**src/rtl/fetch_queue_pkg.sv**
```systemverilog
// ============================================================================
// Module  : fetch_queue_pkg
// Brief   : Shared fetch-path configuration constants and entry type.
// Revision: 1.0
// ============================================================================
`default_nettype none

package fetch_queue_pkg;

  localparam int FETCH_XLEN  = 32;
  localparam int FETCH_TAG_W = 1;
  localparam int FETCH_DEPTH = 4;
  localparam int ROM_LATENCY = 1;

  typedef struct packed {
    logic [FETCH_XLEN-1:0]  instr;
    logic [FETCH_XLEN-1:0]  addr;
    logic [FETCH_TAG_W-1:0] tag;
  } fetch_entry_t;

  // Counter width able to hold 0..depth inclusive.
  function automatic int cnt_width(input int depth);
    return $clog2(depth) + 1;
  endfunction

endpackage

`default_nettype wire

```
**src/rtl/fetch_queue_if.sv**
```systemverilog
// ============================================================================
// Module  : fetch_queue_if
// Brief   : Request, ROM and decoder-side signals of the fetch queue.
// Revision: 1.0
// ============================================================================
`default_nettype none

interface fetch_queue_if
  import fetch_queue_pkg::*;
#(
  parameter int XLEN  = FETCH_XLEN,
  parameter int TAG_W = FETCH_TAG_W,
  parameter int DEPTH = FETCH_DEPTH
);

  localparam int CW = cnt_width(DEPTH);

  logic             req_valid;
  logic [XLEN-1:0]  req_addr;
  logic [TAG_W-1:0] req_tag;
  logic             req_ready;

  logic             rom_rden;
  logic [XLEN-1:0]  rom_addr;
  logic [XLEN-1:0]  rom_instr;

  logic             out_valid;
  logic             out_ready;
  logic [XLEN-1:0]  out_instr;
  logic [XLEN-1:0]  out_addr;
  logic [TAG_W-1:0] out_tag;

  logic [CW-1:0]    occupancy;

  // Environment side: fetch stage, ROM and decoder.
  modport master (
    output req_valid, req_addr, req_tag, rom_instr, out_ready,
    input  req_ready, rom_rden, rom_addr, out_valid, out_instr, out_addr,
           out_tag, occupancy
  );

  modport slave (
    input  req_valid, req_addr, req_tag, rom_instr, out_ready,
    output req_ready, rom_rden, rom_addr, out_valid, out_instr, out_addr,
           out_tag, occupancy
  );

endinterface

`default_nettype wire

```
**src/rtl/fetch_queue_latency_line.sv**
```systemverilog
// ============================================================================
// Module  : fetch_latency_line
// Brief   : Valid-tagged shift line matching the ROM read latency.
// Revision: 1.0
// ============================================================================
`default_nettype none

module fetch_latency_line #(
  parameter int WIDTH = 8,
  parameter int LAT   = 1
) (
  input  wire logic             clk,
  input  wire logic             rst,
  input  wire logic             clk_en,
  input  wire logic             kill,
  input  wire logic             in_valid,
  input  wire logic [WIDTH-1:0] in_data,
  output logic                  out_valid,
  output logic [WIDTH-1:0]      out_data
);

  logic             r_valid [LAT];
  logic [WIDTH-1:0] r_data  [LAT];

  for (genvar i = 0; i < LAT; i++) begin : g_stage
    if (i == 0) begin : g_head
      always_ff @(posedge clk) begin
        if (rst) begin
          r_valid[0] <= 1'b0;
        end else if (clk_en) begin
          r_valid[0] <= in_valid & ~kill;
        end
      end

      always_ff @(posedge clk) begin
        if (clk_en) begin
          r_data[0] <= in_data;
        end
      end
    end else begin : g_body
      always_ff @(posedge clk) begin
        if (rst) begin
          r_valid[i] <= 1'b0;
        end else if (clk_en) begin
          r_valid[i] <= r_valid[i-1] & ~kill;
        end
      end

      always_ff @(posedge clk) begin
        if (clk_en) begin
          r_data[i] <= r_data[i-1];
        end
      end
    end
  end

  assign out_valid = r_valid[LAT-1];
  assign out_data  = r_data[LAT-1];

endmodule

`default_nettype wire

```
**src/rtl/fetch_queue.sv**
```systemverilog
// ============================================================================
// Module  : fetch_queue
// Brief   : Fetch decoupling buffer pairing ROM data with its address/tag.
// Revision: 1.0
// ============================================================================
`default_nettype none

module fetch_queue
  import fetch_queue_pkg::*;
#(
  parameter int XLEN    = FETCH_XLEN,
  parameter int DEPTH   = FETCH_DEPTH,
  parameter int ROM_LAT = ROM_LATENCY,
  parameter int TAG_W   = FETCH_TAG_W
) (
  input  wire logic     clk,
  input  wire logic     rst,
  input  wire logic     clk_en,
  input  wire logic     flush,
  fetch_queue_if.slave  bus
);

  localparam int CW = cnt_width(DEPTH);
  localparam int PW = $clog2(DEPTH);
  localparam int LW = XLEN + TAG_W;
  localparam logic [CW:0] c_depth = (CW+1)'(DEPTH);

  typedef struct packed {
    logic [XLEN-1:0]  instr;
    logic [XLEN-1:0]  addr;
    logic [TAG_W-1:0] tag;
  } entry_t;

  logic [CW-1:0] r_count;
  logic [CW-1:0] r_inflight;
  logic [PW-1:0] r_wr_ptr;
  logic [PW-1:0] r_rd_ptr;
  entry_t        r_mem [DEPTH];

  logic          w_rden;
  logic [CW:0]   w_credit_used;
  logic          w_ret_valid;
  logic [LW-1:0] w_ret_data;
  logic          w_wr;
  logic          w_rd;
  logic          w_out_valid;
  entry_t        w_head;
  entry_t        w_wr_entry;

  // Credits cover both queued and in-flight words so a return always has room.
  assign w_credit_used = {1'b0, r_count} + {1'b0, r_inflight};
  assign bus.req_ready = ~flush & (w_credit_used < c_depth);
  assign w_rden        = bus.req_valid & bus.req_ready;
  assign bus.rom_rden  = w_rden;
  assign bus.rom_addr  = bus.req_addr;

  fetch_latency_line #(
    .WIDTH (LW),
    .LAT   (ROM_LAT)
  ) u_line (
    .clk       (clk),
    .rst       (rst),
    .clk_en    (clk_en),
    .kill      (flush),
    .in_valid  (w_rden),
    .in_data   ({bus.req_addr, bus.req_tag}),
    .out_valid (w_ret_valid),
    .out_data  (w_ret_data)
  );

  assign w_out_valid = (r_count != '0);
  assign w_wr        = w_ret_valid & ~flush;
  assign w_rd        = w_out_valid & bus.out_ready & ~flush;

  assign w_wr_entry.instr = bus.rom_instr;
  assign w_wr_entry.addr  = w_ret_data[LW-1:TAG_W];
  assign w_wr_entry.tag   = w_ret_data[TAG_W-1:0];

  always_ff @(posedge clk) begin
    if (rst) begin
      r_count    <= '0;
      r_inflight <= '0;
      r_wr_ptr   <= '0;
      r_rd_ptr   <= '0;
    end else if (clk_en) begin
      if (flush) begin
        r_count    <= '0;
        r_inflight <= '0;
        r_wr_ptr   <= '0;
        r_rd_ptr   <= '0;
      end else begin
        if (w_wr) begin
          r_wr_ptr <= r_wr_ptr + 1'b1;
        end
        if (w_rd) begin
          r_rd_ptr <= r_rd_ptr + 1'b1;
        end
        r_count    <= r_count + CW'(w_wr) - CW'(w_rd);
        r_inflight <= r_inflight + CW'(w_rden) - CW'(w_ret_valid);
      end
    end
  end

  always_ff @(posedge clk) begin
    if (clk_en && w_wr) begin
      r_mem[r_wr_ptr] <= w_wr_entry;
    end
  end

`ifndef SYNTHESIS
  always_ff @(posedge clk) begin
    if (!rst && clk_en) begin
      assert (!(w_wr && !w_rd && (r_count == CW'(DEPTH))))
        else $error("fetch_queue: write into full FIFO");
    end
  end
`endif

  // Empty queue presents zeros so the outputs match their reset values.
  assign w_head        = r_mem[r_rd_ptr];
  assign bus.out_valid = w_out_valid;
  assign bus.out_instr = w_out_valid ? w_head.instr : '0;
  assign bus.out_addr  = w_out_valid ? w_head.addr  : '0;
  assign bus.out_tag   = w_out_valid ? w_head.tag   : '0;
  assign bus.occupancy = r_count + r_inflight;

endmodule

`default_nettype wire

```
**src/flat_wrapper.sv**
```systemverilog
// flat-port wrapper written by rule: the top's interface ports become plain ports
module fetch_queue_flat import fetch_queue_pkg::*;
#(
  parameter int XLEN    = FETCH_XLEN,
  parameter int DEPTH   = FETCH_DEPTH,
  parameter int ROM_LAT = ROM_LATENCY,
  parameter int TAG_W   = FETCH_TAG_W
)
  (clk, rst, clk_en, flush, bus_req_valid, bus_req_addr, bus_req_tag, bus_rom_instr, bus_out_ready, bus_req_ready, bus_rom_rden, bus_rom_addr, bus_out_valid, bus_out_instr, bus_out_addr, bus_out_tag, bus_occupancy);
  fetch_queue_if #(.XLEN(XLEN), .TAG_W(TAG_W), .DEPTH(DEPTH)) bus_i ();
  input  wire logic clk;
  input  wire logic rst;
  input  wire logic clk_en;
  input  wire logic flush;
  input wire logic [$bits(bus_i.req_valid)-1:0] bus_req_valid;
  input wire logic [$bits(bus_i.req_addr)-1:0] bus_req_addr;
  input wire logic [$bits(bus_i.req_tag)-1:0] bus_req_tag;
  input wire logic [$bits(bus_i.rom_instr)-1:0] bus_rom_instr;
  input wire logic [$bits(bus_i.out_ready)-1:0] bus_out_ready;
  output wire logic [$bits(bus_i.req_ready)-1:0] bus_req_ready;
  output wire logic [$bits(bus_i.rom_rden)-1:0] bus_rom_rden;
  output wire logic [$bits(bus_i.rom_addr)-1:0] bus_rom_addr;
  output wire logic [$bits(bus_i.out_valid)-1:0] bus_out_valid;
  output wire logic [$bits(bus_i.out_instr)-1:0] bus_out_instr;
  output wire logic [$bits(bus_i.out_addr)-1:0] bus_out_addr;
  output wire logic [$bits(bus_i.out_tag)-1:0] bus_out_tag;
  output wire logic [$bits(bus_i.occupancy)-1:0] bus_occupancy;
  assign bus_i.req_valid = bus_req_valid;
  assign bus_i.req_addr = bus_req_addr;
  assign bus_i.req_tag = bus_req_tag;
  assign bus_i.rom_instr = bus_rom_instr;
  assign bus_i.out_ready = bus_out_ready;
  assign bus_req_ready = bus_i.req_ready;
  assign bus_rom_rden = bus_i.rom_rden;
  assign bus_rom_addr = bus_i.rom_addr;
  assign bus_out_valid = bus_i.out_valid;
  assign bus_out_instr = bus_i.out_instr;
  assign bus_out_addr = bus_i.out_addr;
  assign bus_out_tag = bus_i.out_tag;
  assign bus_occupancy = bus_i.occupancy;
  fetch_queue #(.XLEN(XLEN), .DEPTH(DEPTH), .ROM_LAT(ROM_LAT), .TAG_W(TAG_W)) u_core (.clk(clk), .rst(rst), .clk_en(clk_en), .flush(flush), .bus(bus_i));
endmodule
```
**config.mk**
```make
export PLATFORM = sky130hd
export DESIGN_NAME = fetch_queue_flat
export DESIGN_NICKNAME = d
export VERILOG_FILES = /design/src/rtl/fetch_queue_pkg.sv /design/src/rtl/fetch_queue_if.sv /design/src/rtl/fetch_queue_latency_line.sv /design/src/rtl/fetch_queue.sv /design/src/flat_wrapper.sv
export SDC_FILE = /design/constraint.sdc
export NUM_CORES = 1
export LEC_CHECK = 0
export CAP_MARGIN = 20
export CORE_MARGIN = 2
export CORE_UTILIZATION = 50
export DETAILED_ROUTE_END_ITERATION = 16
export PLACE_DENSITY = 0.8
export RECOVER_POWER = 50
export SKIP_CTS_REPAIR_TIMING = 1
export SYNTH_ARGS = -nofsm -noshare
export SYNTH_HDL_FRONTEND = slang
export SYNTH_HIERARCHICAL = 1
export SYNTH_SLANG_ARGS = --single-unit
```
**constraint.sdc**
```tcl
create_clock -name clk -period 3.6 [get_ports clk]
set_input_delay 0.72 -clock clk [delete_from_list [all_inputs] [get_ports clk]]
set_output_delay 0.72 -clock clk [all_outputs]
set_load 0.05 [all_outputs]
```
# Word level (Yosys, flattened, before mapping)
# Memories as Yosys holds them, arrays and structs flattened. A register that Yosys moved wholly into a read port is not among the register bits.
# Index checks and enable logic that the tools add are counted.
[word_totals] romBits=0 memories=3 regBits=10 latch_bits=0 mem_bits_rw=294
[mem_list] memory="u_core.r_mem" depth=4 word_bits=65 read_ports=1 rd_ports_with_merged_regs=1 write_ports=1 line="fetch_queue.sv:38" source="entry_t r_mem [DEPTH];"
[mem_list] memory="u_core.u_line.r_data" depth=1 word_bits=33 read_ports=1 rd_ports_with_merged_regs=0 write_ports=1 line="fetch_queue_latency_line.sv:23" source="logic [WIDTH-1:0] r_data [LAT];"
[mem_list] memory="u_core.u_line.r_valid" depth=1 word_bits=1 read_ports=1 rd_ports_with_merged_regs=0 write_ports=1 line="fetch_queue_latency_line.sv:22" source="logic r_valid [LAT];"
[classes] n_mux=21 mul=0 eq_ne=0 order_cmp=1 bitwise_logic=7 shift=0 n_reduce_logical=7 addsub=8 div=0
[ops] operator="$mux 32" n=2
[ops] operator="$mux 2" n=6
[ops] operator="$mux 1" n=11
[ops] operator="$add 3x1->3" n=2
[ops] operator="$and 1x1->1" n=6
[ops] operator="$mux 3" n=2
[ops] operator="$sub 3x1->3" n=2
[ops] operator="$add 2x1->2 const B" n=2
[ops] operator="$add 3x3->4" n=1
[ops] operator="$lt 4x3->1 const B" n=1
[ops] operator="$reduce_and 2->1" n=2
[ops] operator="$reduce_bool 2->1" n=2
[ops] operator="$add 3x3->3" n=1
[ops] operator="$reduce_bool 3->1" n=1
[ops] operator="$logic_and 1x1->1" n=1
[ops] operator="$not 1->1" n=1
[ops] operator="$reduce_or 1->1" n=1

# Depth between registers and ports, before layout
# Gate-level depths: netlist of the first run.
[logic_depth] depth_word=7 depth_mapped=13

# By module
# The synthesis of the first run kept the hierarchy.
[modules_own_cells] module="fetch_queue" seq_area_each_um2=8047.7 cells_each=538 area_each_um2=10861.7 instances=1
[modules_own_cells] module="fetch_latency_line" seq_area_each_um2=1021.0 cells_each=36 area_each_um2=1039.7 instances=1

# Worst setup path before layout of the first run
# Ideal clock, no wire load.
[synth_path] path_kind="reg-to-reg" from="register u_core.r_count[1]" to="register u_core.r_inflight[2]" stages_incl_launch_ff=12 arrival_time_ns=4.259 setup_ns=0.074 synth_period_minus_slack_ns=4.333 t_required_ns=3.526 path_slack_ns=-0.733 cell_sequence="dfxtp_1 > inv_1 > fa_1 > nor2b_1 > a21oi_1 > nor4b_1 > ha_1 > inv_1 > fa_1 > xnor2_1 > or3_1 > a31oi_1"
[synth_between] elab_chain_len=7
[synth_lines] item="start: declaration" line="fetch_queue.sv:34" source="logic [CW-1:0] r_count;"
[synth_lines] item="start signal: assignment" line="fetch_queue.sv:98" source="r_count <= r_count + CW'(w_wr) - CW'(w_rd);"
[synth_lines] item="$add 3x3->4" line="fetch_queue.sv:51" source="assign w_credit_used = {1'b0, r_count} + {1'b0, r_inflight};"
[synth_lines] item="$lt 4x3->1" line="fetch_queue.sv:52" source="assign bus.req_ready = ~flush & (w_credit_used < c_depth);"
[synth_lines] item="$and 1x1->1" line="fetch_queue.sv:52"
[synth_lines] item="$and 1x1->1" line="fetch_queue.sv:53" source="assign w_rden = bus.req_valid & bus.req_ready;"
[synth_lines] item="via bus_rom_rden" line="flat_wrapper.sv:21" source="output wire logic [$bits(bus_i.rom_rden)-1:0] bus_rom_rden;"
[synth_lines] item="$add 3x1->3" line="fetch_queue.sv:99" source="r_inflight <= r_inflight + CW'(w_rden) - CW'(w_ret_valid);"
[synth_lines] item="$sub 3x1->3" line="fetch_queue.sv:99"
[synth_lines] item="$mux 3" line="fetch_queue.sv:86" source="if (flush) begin"
[synth_lines] item="end signal: assignment" line="fetch_queue.sv:99"
[synth_lines] item="end: declaration" line="fetch_queue.sv:35" source="logic [CW-1:0] r_inflight;"
# The timed path passes the listed nets, and every way through them passes these cells.
# A chain may end at the register's enable or synchronous reset.

==> results.py, run 1 <==
metrics = {
    "placement": {
        "place_congestion": 0.7604,
        "dp_hpwl_um": 13090,
        "io_buffer_count": 173,
        "placed_area_um2": 13860,
    },
    "pwr": {
        "vdd.ir_drop.worst_mv": 0.3791,
        "power_density_nw_per_um2": 499.3,
        "p_leak_nw": 5.326,
        "finalPower_mw": 7.443,
    },
    "setup_path": {
        "critical_path_class": "register to output pin",
        "crit_required_ps": 2880,
        "r2r_start": "u_core/r_count[1]",
        "path_cells": "buf_12 > mux4_2 > and2_1 > clkdlybuf4s50_1",
        "startpoint_type": "register",
        "path_max_fanout": 34,
        "critPathTopFamily": "buffers and inverters",
        "max_stage_delay_ps": 700,
        "critPathSlowestCell": "clkdlybuf4s50_1",
        "end_kind": "output pin",
        "crit_buf_inv": 2,
        "worstPathArrival_ps": 2750,
    },
    "die": {
        "chipHeight_um": 158.3,
        "core_area_um2": 23400,
        "initial_core_util_pct": 50.86,
        "io-pin-count": 174,
        "rows": 56,
        "die_w_um": 158.3,
        "die-area_um2": 25050,
    },
    "cts": {
        "cts_buffers": 30,
        "cts.path.max_buffers": 3,
        "cts_tree": "yes",
        "clockRootBuffer": "clkbuf_16",
        "cts_sinks": 306,
        "clkSlewWorstSetupHoldPaths_ps": 60,
        "clk_latency_ps": 540,
        "htree_levels": 1,
    },
    "synth": {
        "synth.distinct_cells": 34,
        "ys_seq_area_share_pct": 76.20,
        "syn_area_um2": 11900,
        "yosys.area_share.simple_pct": 5.246,
        "synth_compound_area_share_pct": 0.8410,
        "synth_ff_type": "edfxtp_1",
        "yosys_register_bits": 306,
        "synth_edf_count": 294,
        "async_flop_share_pct": 0,
        "synth_cells": 574,
        "synth.net_count": 659,
        "yosysWarnings": 6,
        "synth_top_family_by_area": "multiplexers",
        "synthMuxAreaShare_pct": 12.30,
        "avgSynthCellArea_um2": 20.73,
        "synthXorXnorAreaFrac_pct": 0.1472,
        "yosys.area_share.adder_pct": 1.661,
    },
    "global_routing": {
        "groute.layer.met3.usage_pct": 3.566,
        "grt_use_met1_pct": 23.01,
        "grt-busiest-layer": "met2",
        "grt_max_degree": 66,
        "first_global_vias": 6211,
        "grt_pass1_wl_um": 33700,
        "antenna_found_initial": 2,
        "grt_overflow_total": 0,
        "grt_usage_pct": 17.78,
        "use_met2_pct": 31.22,
    },
    "sta": {
        "period_share_pct": 96.33,
        "final-setup-viol-count": 0,
        "holdWs_ps": 486.9,
        "relSlewSlack_pct": 22.85,
        "finalCriticalPeriod_ps": 3468,
        "skew_ps": 21.24,
        "worst_pin_slew_ps": 1157,
        "rsz0062_at_grt": "false",
        "finalHoldViolations": 0,
        "max_freq_ghz": 0.2884,
        "tns_ps": 0,
        "slew_violations": 0,
    },
    "final_layout": {
        "utilization_pct": 63.69,
        "fill_cells": 1606,
        "drive_above_1_share_pct": 17.19,
        "stdcell_area_um2": 14910,
        "synthToLayoutAreaGrowth_pct": 25.24,
        "fin_nets": 823,
    },
    "route": {
        "drcViolationCount": 0,
        "wire_per_inst_um": 20.59,
        "routed_wl_um": 22300,
        "vias": 5793,
        "routed_via_density": 5.349,
        "drt-initial-drc-count": 342,
        "ant_nets": 0,
        "drt_pass1_iterations": 6,
    },
    "status": {
        "outcome": "finished, final reports clean",
    },
    "min_path": {
        "hold_class": "register to register",
        "min_from": "u_core/u_line/r_data[0][26]",
    },
    "job": {
        "maxCapViolCount": 0,
    },
}
==> cell type report <==
| cell class | count | area, um^2 | area share [%] |
|---|---|---|---|
| diodes | 2 | 5.005 | 0.03358 |
| clock buffers | 35 | 790.8 | 5.305 |
| clock inverters | 21 | 205.2 | 1.377 |
| inverters | 13 | 48.80 | 0.3274 |
| multi-input cells | 200 | 2419 | 16.23 |
| flip-flops and latches | 306 | 9076 | 60.89 |
| well taps | 319 | 399.1 | 2.678 |
| repair buffers | 187 | 1962 | 13.16 |
==> report_power, final <==
part / switching, mW / internal, mW
Clock: 1.24 / 1.85
Sequential: 0.0378 / 3.97
Combinational: 0.208 / 0.136
==> logic make-up after synthesis <==
family / Yosys count
buffers and inverters: 68
DFF: 306
muxes: 65
AOI/OAI and AO/OA: 15
and+or+nand+nor: 104
xor gates and xnor gates: 2
adders and majority gates: 14
==> synthesized netlist by cell type, types with 2 or more instances <==
cell type / count / area [um^2]
a21oi_1: 5 / 25.02
a22oi_1: 2 / 15.01
a2bb2oi_1: 2 / 17.52
a31oi_1: 3 / 18.77
and2_1: 65 / 406.6
and3_1: 4 / 25.02
buf_2: 7 / 35.03
buf_4: 32 / 240.2
buf_6: 6 / 67.56
clkbuf_1: 9 / 33.78
dfxtp_1: 12 / 240.2
edfxtp_1: 294 / 8828
fa_1: 3 / 60.06
ha_1: 11 / 137.6
inv_1: 12 / 45.04
mux4_2: 65 / 1464
nand2_1: 7 / 26.28
nand2b_1: 3 / 18.77
nand3b_1: 3 / 22.52
nor2_1: 7 / 26.28
nor2b_1: 3 / 18.77
nor3_1: 4 / 20.02
or3_1: 3 / 18.77
xnor2_1: 2 / 17.52
==> worst paths after layout <==
kind                          end  slack (ps)  depth (start not counted)
min reg2reg   u_core/r_mem[0][26]         490                          0
max                   bus_out_tag         130                          4
max reg2reg  u_core/r_inflight[2]         500                         11
min           u_core/r_mem[0][26]         490                          0
==> sequential cells by signal, summed over array words and instances (netlist names), named ones only <==
signal,cells
u_core/r_mem,260
u_core/r_wr_ptr,2
u_core/r_rd_ptr,2
u_core/u_line/r_data,33
u_core/r_inflight,3
u_core/r_count,3
u_core/u_line/r_valid,1
==> per-layer routing <==
layer  up-vias  wire length (um)
li1       2578                 -
met1      2972              9030
met2       211             11360
met3        32              1483
met4         0               432
met5         -                 0
==> cells in the final DEF (no fill, tap or decap), drive strengths merged, types with 12 or more instances in the layout <==
cell type	instances
inv	13
clkinv	15
edfxtp	294
clkdlybuf4s50	73
mux4	65
clkbuf	38
buf	13
dlygate4sd3	67
dfxtp	12
and2	65
dlymetal6s2s	31
==> through the flow <==
step | std cells | setup WS (ps)
2_1_floorplan | 574 | 88.64
3_3_place_gp | 1025 | 466.2
3_5_place_dp | 1025 | 411.4
4_1_cts | 1081 | 7.985
5_1_grt | 1082 | 2.805
6_report | 1083 | 132.0
==> worst register-to-register path: cells and delay by family (launching register included) <==
kind / cells / cell delay [ps]
compound gates: 2 / 220
xor+xnor: 1 / 150
fa+ha+maj: 3 / 1060
buf+inv: 2 / 170
flops: 1 / 490
simple gates: 3 / 930
(Power assumes the default switching activity.)
==> run 2: changes to the inputs <==
--- a/config.mk
+++ b/config.mk
@@ -12,6 +12,7 @@
 export PLACE_DENSITY = 0.8
 export RECOVER_POWER = 50
 export SKIP_CTS_REPAIR_TIMING = 1
+export SKIP_LAST_GASP = 1
 export SYNTH_ARGS = -nofsm -noshare
 export SYNTH_HDL_FRONTEND = slang
 export SYNTH_HIERARCHICAL = 1
==> results of run 2 <==
Final layout, timing and power as in run 1 (identical DEF).
==> run 3: changes to the inputs <==
--- a/config.mk
+++ b/config.mk
@@ -7,9 +7,9 @@
 export LEC_CHECK = 0
 export CAP_MARGIN = 20
 export CORE_MARGIN = 2
-export CORE_UTILIZATION = 50
+export CORE_UTILIZATION = 40
 export DETAILED_ROUTE_END_ITERATION = 16
-export PLACE_DENSITY = 0.8
+export PLACE_DENSITY = 0.68
 export RECOVER_POWER = 50
 export SKIP_CTS_REPAIR_TIMING = 1
 export SKIP_LAST_GASP = 1
==> run 3 against run 2 <==
Net effect: clock skew shrank 12 ps; combinational power hardly changed; sequential cell count did not move; clock-buffer cell count unchanged; wire length down 2.0%; register-to-register slack improved by 170 ps; sequential share of layout area is 0.71 points lower; largest power group unchanged; highest routed layer unchanged.
==> results.py, run 3 (same netlist as run 1, synthesis figures left out) <==
metrics = {
    "status": {
        "outcome": "finished, final reports clean",
    },
    "setup_path": {
        "critPathSlowestCell": "clkdlybuf4s50_1",
        "startpoint_type": "register",
        "end_kind": "output pin",
        "path_cells": "buf_12 > mux4_2 > and2_1 > clkdlybuf4s50_1",
        "max_stage_delay_ps": 700,
        "crit_buf_inv": 2,
        "path_max_fanout": 44,
        "crit_required_ps": 2880,
        "worstPathArrival_ps": 2720,
        "critPathTopFamily": "buffers and inverters",
        "r2r_start": "u_core/r_count[1]",
        "critical_path_class": "register to output pin",
        "reg2reg_to": "u_core/r_inflight[2]",
        "reg2reg_depth": 11,
        "regToRegSetupSlack_ps": 670,
    },
    "job": {
        "maxCapViolCount": 0,
    },
    "sta": {
        "holdWs_ps": 497.6,
        "rsz0062_at_grt": "false",
        "worst_pin_slew_ps": 937.6,
        "finalCriticalPeriod_ps": 3440,
        "slew_violations": 0,
        "final-setup-viol-count": 0,
        "tns_ps": 0,
        "max_freq_ghz": 0.2907,
        "relSlewSlack_pct": 37.49,
        "period_share_pct": 95.56,
        "finalHoldViolations": 0,
        "skew_ps": 9.228,
    },
    "cts": {
        "cts.path.max_buffers": 3,
        "clk_latency_ps": 540,
        "htree_levels": 1,
        "clockRootBuffer": "clkbuf_16",
        "cts_sinks": 306,
        "cts_tree": "yes",
        "clkSlewWorstSetupHoldPaths_ps": 60,
        "cts_buffers": 31,
    },
    "placement": {
        "io_buffer_count": 173,
        "placed_area_um2": 14030,
        "placed_cells": 1099,
        "dp_hpwl_um": 13300,
        "place_congestion": 0.7294,
    },
    "final_layout": {
        "stdcell_count": 1156,
        "diodes": 0,
        "fin_nets": 827,
        "drive_above_1_share_pct": 18.28,
        "final_common_cell": "edfxtp_1",
        "stdcell_area_um2": 15080,
        "largest_register": "u_core/r_mem",
        "fill_cells": 2387,
        "largest_reg_flops": 260,
        "utilization_pct": 51.16,
        "reg_top3": "u_core/r_mem x260, u_core/u_line/r_data x33",
        "mostFrequentLayoutCells": "edfxtp_1, clkdlybuf4s50_1, dlygate4sd3_1",
        "multi_input_area_um2": 2420,
        "synthToLayoutAreaGrowth_pct": 26.72,
        "seqCellArea_um2": 9076,
    },
    "die": {
        "core_area_um2": 29480,
        "rows": 63,
        "initial_core_util_pct": 40.37,
        "chipHeight_um": 176.5,
        "die-area_um2": 31150,
        "io-pin-count": 174,
        "die_w_um": 176.5,
    },
    "min_path": {
        "min_from": "u_core/u_line/r_data[0][28]",
        "holdPathEnd": "u_core/r_mem[1][28]",
        "hold_path_depth": 0,
        "hold_class": "register to register",
    },
    "route": {
        "drt-initial-drc-count": 392,
        "drcViolationCount": 0,
        "ant_nets": 0,
        "routed_wl_um": 21850,
        "drt_pass1_iterations": 4,
        "wire_per_inst_um": 18.90,
        "vias": 5709,
        "routed_via_density": 4.939,
    },
    "pwr": {
        "swShare_pct": 20.36,
        "vdd.ir_drop.worst_mv": 0.2641,
        "internal_power_mw": 5.968,
        "pwr-share-comb_pct": 4.6,
        "switchingPower_mw": 1.526,
        "p_leak_nw": 5.154,
        "power_density_nw_per_um2": 496.9,
        "p_clk_share_pct": 42.0,
        "seqPwrFrac_pct": 53.4,
    },
    "global_routing": {
        "grt_overflow_total": 0,
        "first_global_vias": 6013,
        "grt_pass1_wl_um": 34200,
        "antenna_found_initial": 0,
        "grt_max_degree": 45,
        "grt_usage_pct": 14.30,
    },
}
## run 3: area by class of cell
cell class	count	area share (%)
Timing Repair Buffer	190	13.48
Inverter	13	0.3235
Sequential cell	306	60.18
Tap cell	390	3.235
Clock inverter	22	1.493
Clock buffer	35	5.243
Multi-Input combinational cell	200	16.04
## run 3: power by group through the flow
stage / clock [mW] / combinational [mW] / sequential [mW]
after detailed placement: 0 / 0.366 / 4.08
final: 3.15 / 0.346 / 4.00
after global routing: 3.38 / 0.368 / 4.01
after CTS: 3.25 / 0.368 / 4.00
after floorplan: 0 / 0.199 / 4.07
after global placement: 0 / 0.364 / 4.07
## run 3: worst register-to-register path: stages, from the launching register on
cell and delay (ps):
dfxtp_1 500, inv_1 110, fa_1 440, nor2b_1 160
a21oi_1 110, nor4b_2 330, ha_1 210, inv_1 50
fa_1 370, xnor2_1 150, or3_1 320, a31oi_1 130
## run 3: per-layer routing
| layer | vias to the layer above | GRT usage, % | routed length [um] |
|---|---|---|---|
| met5 | - | 0 | 0 |
| met4 | 0 | 3.065 | 337 |
| met3 | 32 | 2.756 | 1135 |
| met2 | 147 | 23.93 | 10800 |
| met1 | 2937 | 19.62 | 9583 |
| li1 | 2593 | - | - |
## run 3: stage by stage
step	total power, mW	setup WS (ps)
after floorplan	4.265	88.64
after global placement	4.436	429.4
after detailed placement	4.444	423.7
after CTS	7.616	-5.241
after global routing	7.759	1.820
final	7.494	159.7
## run 3: worst max-delay path by stage
stage                                  from              endpoint  cells after the start
after floorplan           u_core/r_count[1]  u_core/r_inflight[2]                     11
after global placement                flush         bus_req_ready                      3
after detailed placement              flush     u_core/r_count[2]                     10
after CTS                 u_core/r_count[1]         bus_req_ready                      6
after global routing      u_core/r_count[1]      bus_out_instr[0]                      5
final                              register      bus_out_addr[26]                      4
